File: src/rtl/skid_pkg.sv
// Shared definitions for the valid-path and ready-path skid buffers.
package skid_pkg;

  typedef enum logic [1:0] {
    EMPTY = 2'd0,
    BUSY  = 2'd1,
    FULL  = 2'd2
  } skid_state_t;

  localparam logic [1:0] COUNT_EMPTY = 2'd0;
  localparam logic [1:0] COUNT_BUSY  = 2'd1;
  localparam logic [1:0] COUNT_FULL  = 2'd2;

  // Number of words held in a given occupancy state.
  function automatic logic [1:0] state_count(input skid_state_t s);
    case (s)
      BUSY:    state_count = COUNT_BUSY;
      FULL:    state_count = COUNT_FULL;
      default: state_count = COUNT_EMPTY;
    endcase
  endfunction

endpackage

File: src/rtl/valid_skid_buffer_en_reg.sv
// Enable register: loads d when en is high, clears to zero on reset.
module en_reg #(
  parameter int WIDTH = 8
) (
  input  logic             clk,
  input  logic             rst_n,
  input  logic             en,
  input  logic [WIDTH-1:0] d,
  output logic [WIDTH-1:0] q
);

  // Storage flop with load enable and asynchronous clear.
  always_ff @(posedge clk or negedge rst_n) begin
    if (!rst_n) begin
      q <= '0;
    end else if (en) begin
      q <= d;
    end
  end

endmodule

File: src/rtl/valid_skid_buffer.sv
// Two-entry register slice: egress valid/data and ingress ready all come from flops.
module valid_skid_buffer
  import skid_pkg::*;
#(
  parameter int WIDTH = 8
) (
  input  logic             clk,
  input  logic             rst_n,
  input  logic             i_valid_i,
  input  logic [WIDTH-1:0] i_data_i,
  output logic             i_ready_o,
  output logic             e_valid_o,
  output logic [WIDTH-1:0] e_data_o,
  input  logic             e_ready_i,
  output logic [1:0]       count_o
);

  skid_state_t      state_q;
  skid_state_t      state_d;
  logic             load_out;
  logic             load_skid;
  logic             out_from_skid;
  logic [WIDTH-1:0] out_d;
  logic [WIDTH-1:0] out_q;
  logic [WIDTH-1:0] skid_q;
  logic             i_fire;
  logic             e_fire;

  assign i_fire   = i_valid_i && i_ready_o;
  assign e_fire   = e_valid_o && e_ready_i;
  assign out_d    = out_from_skid ? skid_q : i_data_i;
  assign e_data_o = out_q;

  // Next-state decode and data-register load enables for each occupancy transition.
  always_comb begin
    state_d       = state_q;
    load_out      = 1'b0;
    load_skid     = 1'b0;
    out_from_skid = 1'b0;
    case (state_q)
      EMPTY: begin
        if (i_fire) begin
          state_d  = BUSY;
          load_out = 1'b1;
        end
      end
      BUSY: begin
        if (i_fire && e_fire) begin
          load_out = 1'b1;
        end else if (i_fire) begin
          state_d   = FULL;
          load_skid = 1'b1;
        end else if (e_fire) begin
          state_d = EMPTY;
        end
      end
      FULL: begin
        if (e_fire) begin
          state_d       = BUSY;
          load_out      = 1'b1;
          out_from_skid = 1'b1;
        end
      end
      default: begin
        state_d = EMPTY;
      end
    endcase
  end

  // State register plus status outputs decoded from the next state so they are pure flops.
  always_ff @(posedge clk or negedge rst_n) begin
    if (!rst_n) begin
      state_q   <= EMPTY;
      i_ready_o <= 1'b1;
      e_valid_o <= 1'b0;
      count_o   <= COUNT_EMPTY;
    end else begin
      state_q   <= state_d;
      i_ready_o <= (state_d != FULL);
      e_valid_o <= (state_d != EMPTY);
      count_o   <= state_count(state_d);
    end
  end

  en_reg #(.WIDTH(WIDTH)) u_out_reg (
    .clk   (clk),
    .rst_n (rst_n),
    .en    (load_out),
    .d     (out_d),
    .q     (out_q)
  );

  en_reg #(.WIDTH(WIDTH)) u_skid_reg (
    .clk   (clk),
    .rst_n (rst_n),
    .en    (load_skid),
    .d     (i_data_i),
    .q     (skid_q)
  );

endmodule

File: config.mk
export PLATFORM = sky130hd
export DESIGN_NAME = valid_skid_buffer
export DESIGN_NICKNAME = d
export VERILOG_FILES = /design/src/rtl/skid_pkg.sv /design/src/rtl/valid_skid_buffer_en_reg.sv /design/src/rtl/valid_skid_buffer.sv
export SDC_FILE = /design/constraint.sdc
export NUM_CORES = 1
export LEC_CHECK = 0
export BUFFER_PORTS_ARGS = -buffer_cell sky130_fd_sc_hd__buf_4
export CORE_MARGIN = 5
export CORE_UTILIZATION = 30
export DETAILED_ROUTE_END_ITERATION = 16
export PLACE_DENSITY_LB_ADDON = 0.25
export SKIP_CTS_REPAIR_TIMING = 1
export SLEW_MARGIN = 20
export SYNTH_ARGS = -nofsm -noshare
export SYNTH_HDL_FRONTEND = slang
export SYNTH_HIERARCHICAL = 1
export SYNTH_SLANG_ARGS = --single-unit
File: constraint.sdc
create_clock -name clk -period 1.5 [get_ports clk]
set_clock_uncertainty 0.05 [all_clocks]
set_input_delay 0.45 -clock clk [delete_from_list [all_inputs] [get_ports clk]]
set_output_delay 0.45 -clock clk [all_outputs]
set_load 0.02 [all_outputs]
==> impl_metrics.yaml <==
outcome:
  status: "finished with violations"
  violations: "negative setup slack"
power:
  finalPower_mw: 2.932
  p_per_area_nw_per_um2: 2040
  p_leak_nw: 0.6749
  peakVddDrop_v: 0.0006705
placed_design:
  placed_cell_area_um2: 1340
  finalWeightedCongestion: 0.7585
  post-dp-hpwl_um: 1434
  io_buffers: 23
setup_path:
  r2r-start: "i_ready_o$_DFF_PN1_"
  end_kind: "flip-flop"
  crit_path_start_kind: "flip-flop"
  rr_endpoint: "u_skid_reg/q[2]$_DFFE_PN0P_"
  worstPathArrival_ns: 1.73
  rrSetupSlack_ns: -0.08
  critPathRequiredTime_ns: 1.64
  worstSetupPathType: "reg -> reg"
  rr_worst_depth: 5
  crit_fanout: 4
  cp-startpoint: "i_ready_o$_DFF_PN1_"
detailed_routing:
  via_per_inst: 4.459
  drtIter0Drc: 28
  drt-pass1-iter-count: 4
  vias: 660
  routed_wirelength_um: 1999
  drc_errors: 0
  postRouteAntennaNets: 0
  avgRoutedWirePerCell_um: 13.51
floorplan:
  core-area_um2: 3337
  die_h_um: 68.55
  initial_utilization_pct: 30.82
  std_cell_rows: 21
  num_io_pins: 24
  die_w_um: 68.55
  design.die.area_um2: 4699
timing:
  fin_ws_ns: -0.08356
  max-slew-margin-rel_pct: 80.82
  drv_slew: 0
  hold_viol: 0
  hold_ws_ns: 0.3171
  rsz0062_at_grt: "yes"
  tightest_slew_ns: 0.2876
  setup_viol: 17
  fin_crit_ns: 1.584
  post-route-period-util_pct: 105.6
  clock.fmax_mhz: 631.5
cells_and_area:
  antenna_cells: 0
  final_common_cell: "buf_4"
  area_growth_pct: 39.78
  nets: 115
  fin_area_um2: 1438
  mostFrequentLayoutCells: "buf_4 (28), dfrtp_1 (20), mux2_4 (16), mux2_2 (8), buf_6 (4)"
  drive_above_1_share_pct: 66.67
global_route:
  grt_pass1_vias: 719
  track_usage_pct: 9.477
  grt_pass1_wl_um: 3284
  grt_max_degree: 23
  antenna_found_initial: 0
  overflow: 0
clocking:
  cts_tree: "built"
  cts.sinks: 22
  ctsHtreeMaxLevel: 1
  clock_latency_ns: 0.29
  cts_inserted_buffers: 3
  clk_pin_slew_ns: 0.13
  cts_root_buffer: "clkbuf_4"
  clk_path_buf_depth: 2
min_path:
  holdPathStages: 2
  min_to: "u_skid_reg/q[3]$_DFFE_PN0P_"
  hold_start: "i_data_i[3]"
  hp-class: "in -> reg"
synthesis:
  synth_cell_types: 16
  ys.warnings.count: 6
  syn_inst: 66
  yosysSeqAreaShare_pct: 53.65
  avgSynthCellArea_um2: 15.58
  synth_area_um2: 1028
  syn_nets: 78
  synth_seq_cells: 22
job:
  max_cap_viol_count: 0
-- metal layers --
metal / wire (um) / up-vias / part of all wire [%] / GRT usage [%]
met5: 0 / - / 0 / 0
met1: 854 / 329 / 43 / 11.69
met3: 116 / 2 / 5.8 / 4.052
li1: - / 314 / - / -
met2: 1017 / 15 / 51 / 15.61
met4: 11 / 0 / 0.55 / 1.489
-- through the flow --
step / setup TNS [ns] / worst slack, ns / utilization, % / cells
detailed placement: -3.315 / -0.2520 / 40.16 / 143
finish: -1.096 / -0.08356 / 43.08 / 148
global placement: -2.862 / -0.2305 / 40.16 / 143
floorplan: -1.779 / -0.1945 / - / 66
CTS: -2.385 / -0.2087 / 41.73 / 147
global route: -1.869 / -0.1542 / 43.08 / 148
-- power by group --
group / switching [mW] / internal (mW)
registers: 0.180 / 0.889
logic: 0.585 / 0.829
clock network: 0.179 / 0.270
-- registers in the layout, summed over array words and instances, names as in the netlist --
register      cells
count_o           2
e_valid_o         1
i_ready_o         1
state_q           2
u_out_reg/q       8
u_skid_reg/q      8
-- worst max-delay path by stage --
stage	endpoint	slack (ns)	cells past startpoint
floorplan	u_out_reg/q[0]$_DFFE_PN0P_	-0.19	5
global placement	u_out_reg/q[2]$_DFFE_PN0P_	-0.23	5
detailed placement	u_out_reg/q[1]$_DFFE_PN0P_	-0.25	5
CTS	u_out_reg/q[2]$_DFFE_PN0P_	-0.21	4
global route	u_skid_reg/q[2]$_DFFE_PN0P_	-0.15	6
finish	u_skid_reg/q[2]$_DFFE_PN0P_	-0.08	5
-- worst max-delay path: stages (launching register included) --
cell	delay [ns]
dfstp_2	0.56
nand2_2	0.07
buf_6	0.12
nor3_4	0.23
buf_6	0.16
mux2_4	0.30
-- cells by family (layout without fill, tap and decap cells) --
| family | Yosys count | in the layout | share of synthesized area [%] |
|---|---|---|---|
| mux | 24 | 24 | 32.12 |
| flops | 22 | 22 | 53.65 |
| simple gates | 12 | 12 | 8.151 |
| compound gates | 5 | 5 | 3.528 |
| buf+inv | 3 | 39 | 2.554 |
-- layout make-up --
class	instances	area, um2
fill	325	1899
sequential	22	553.0
multi-input combinational	41	485.5
timing repair buffer	34	285.3
tap	46	57.56
clock inverter	1	30.03
clock buffer	3	22.52
inverter	1	3.754
-- synthesized netlist by cell type (all sizes together) --
cell,instances,area share [%]
nand4b,3,4.0
a21boi,3,2.2
nor3,1,0.49
inv,1,0.36
dfstp,1,2.6
buf,2,2.2
mux2,24,32
or3,1,0.61
o21ai,1,0.49
nand2b,1,0.61
dfrtp,21,51
nand3,2,0.97
nand2,4,1.5
o31a,1,0.85
Power figures use the tool's default switching activity.
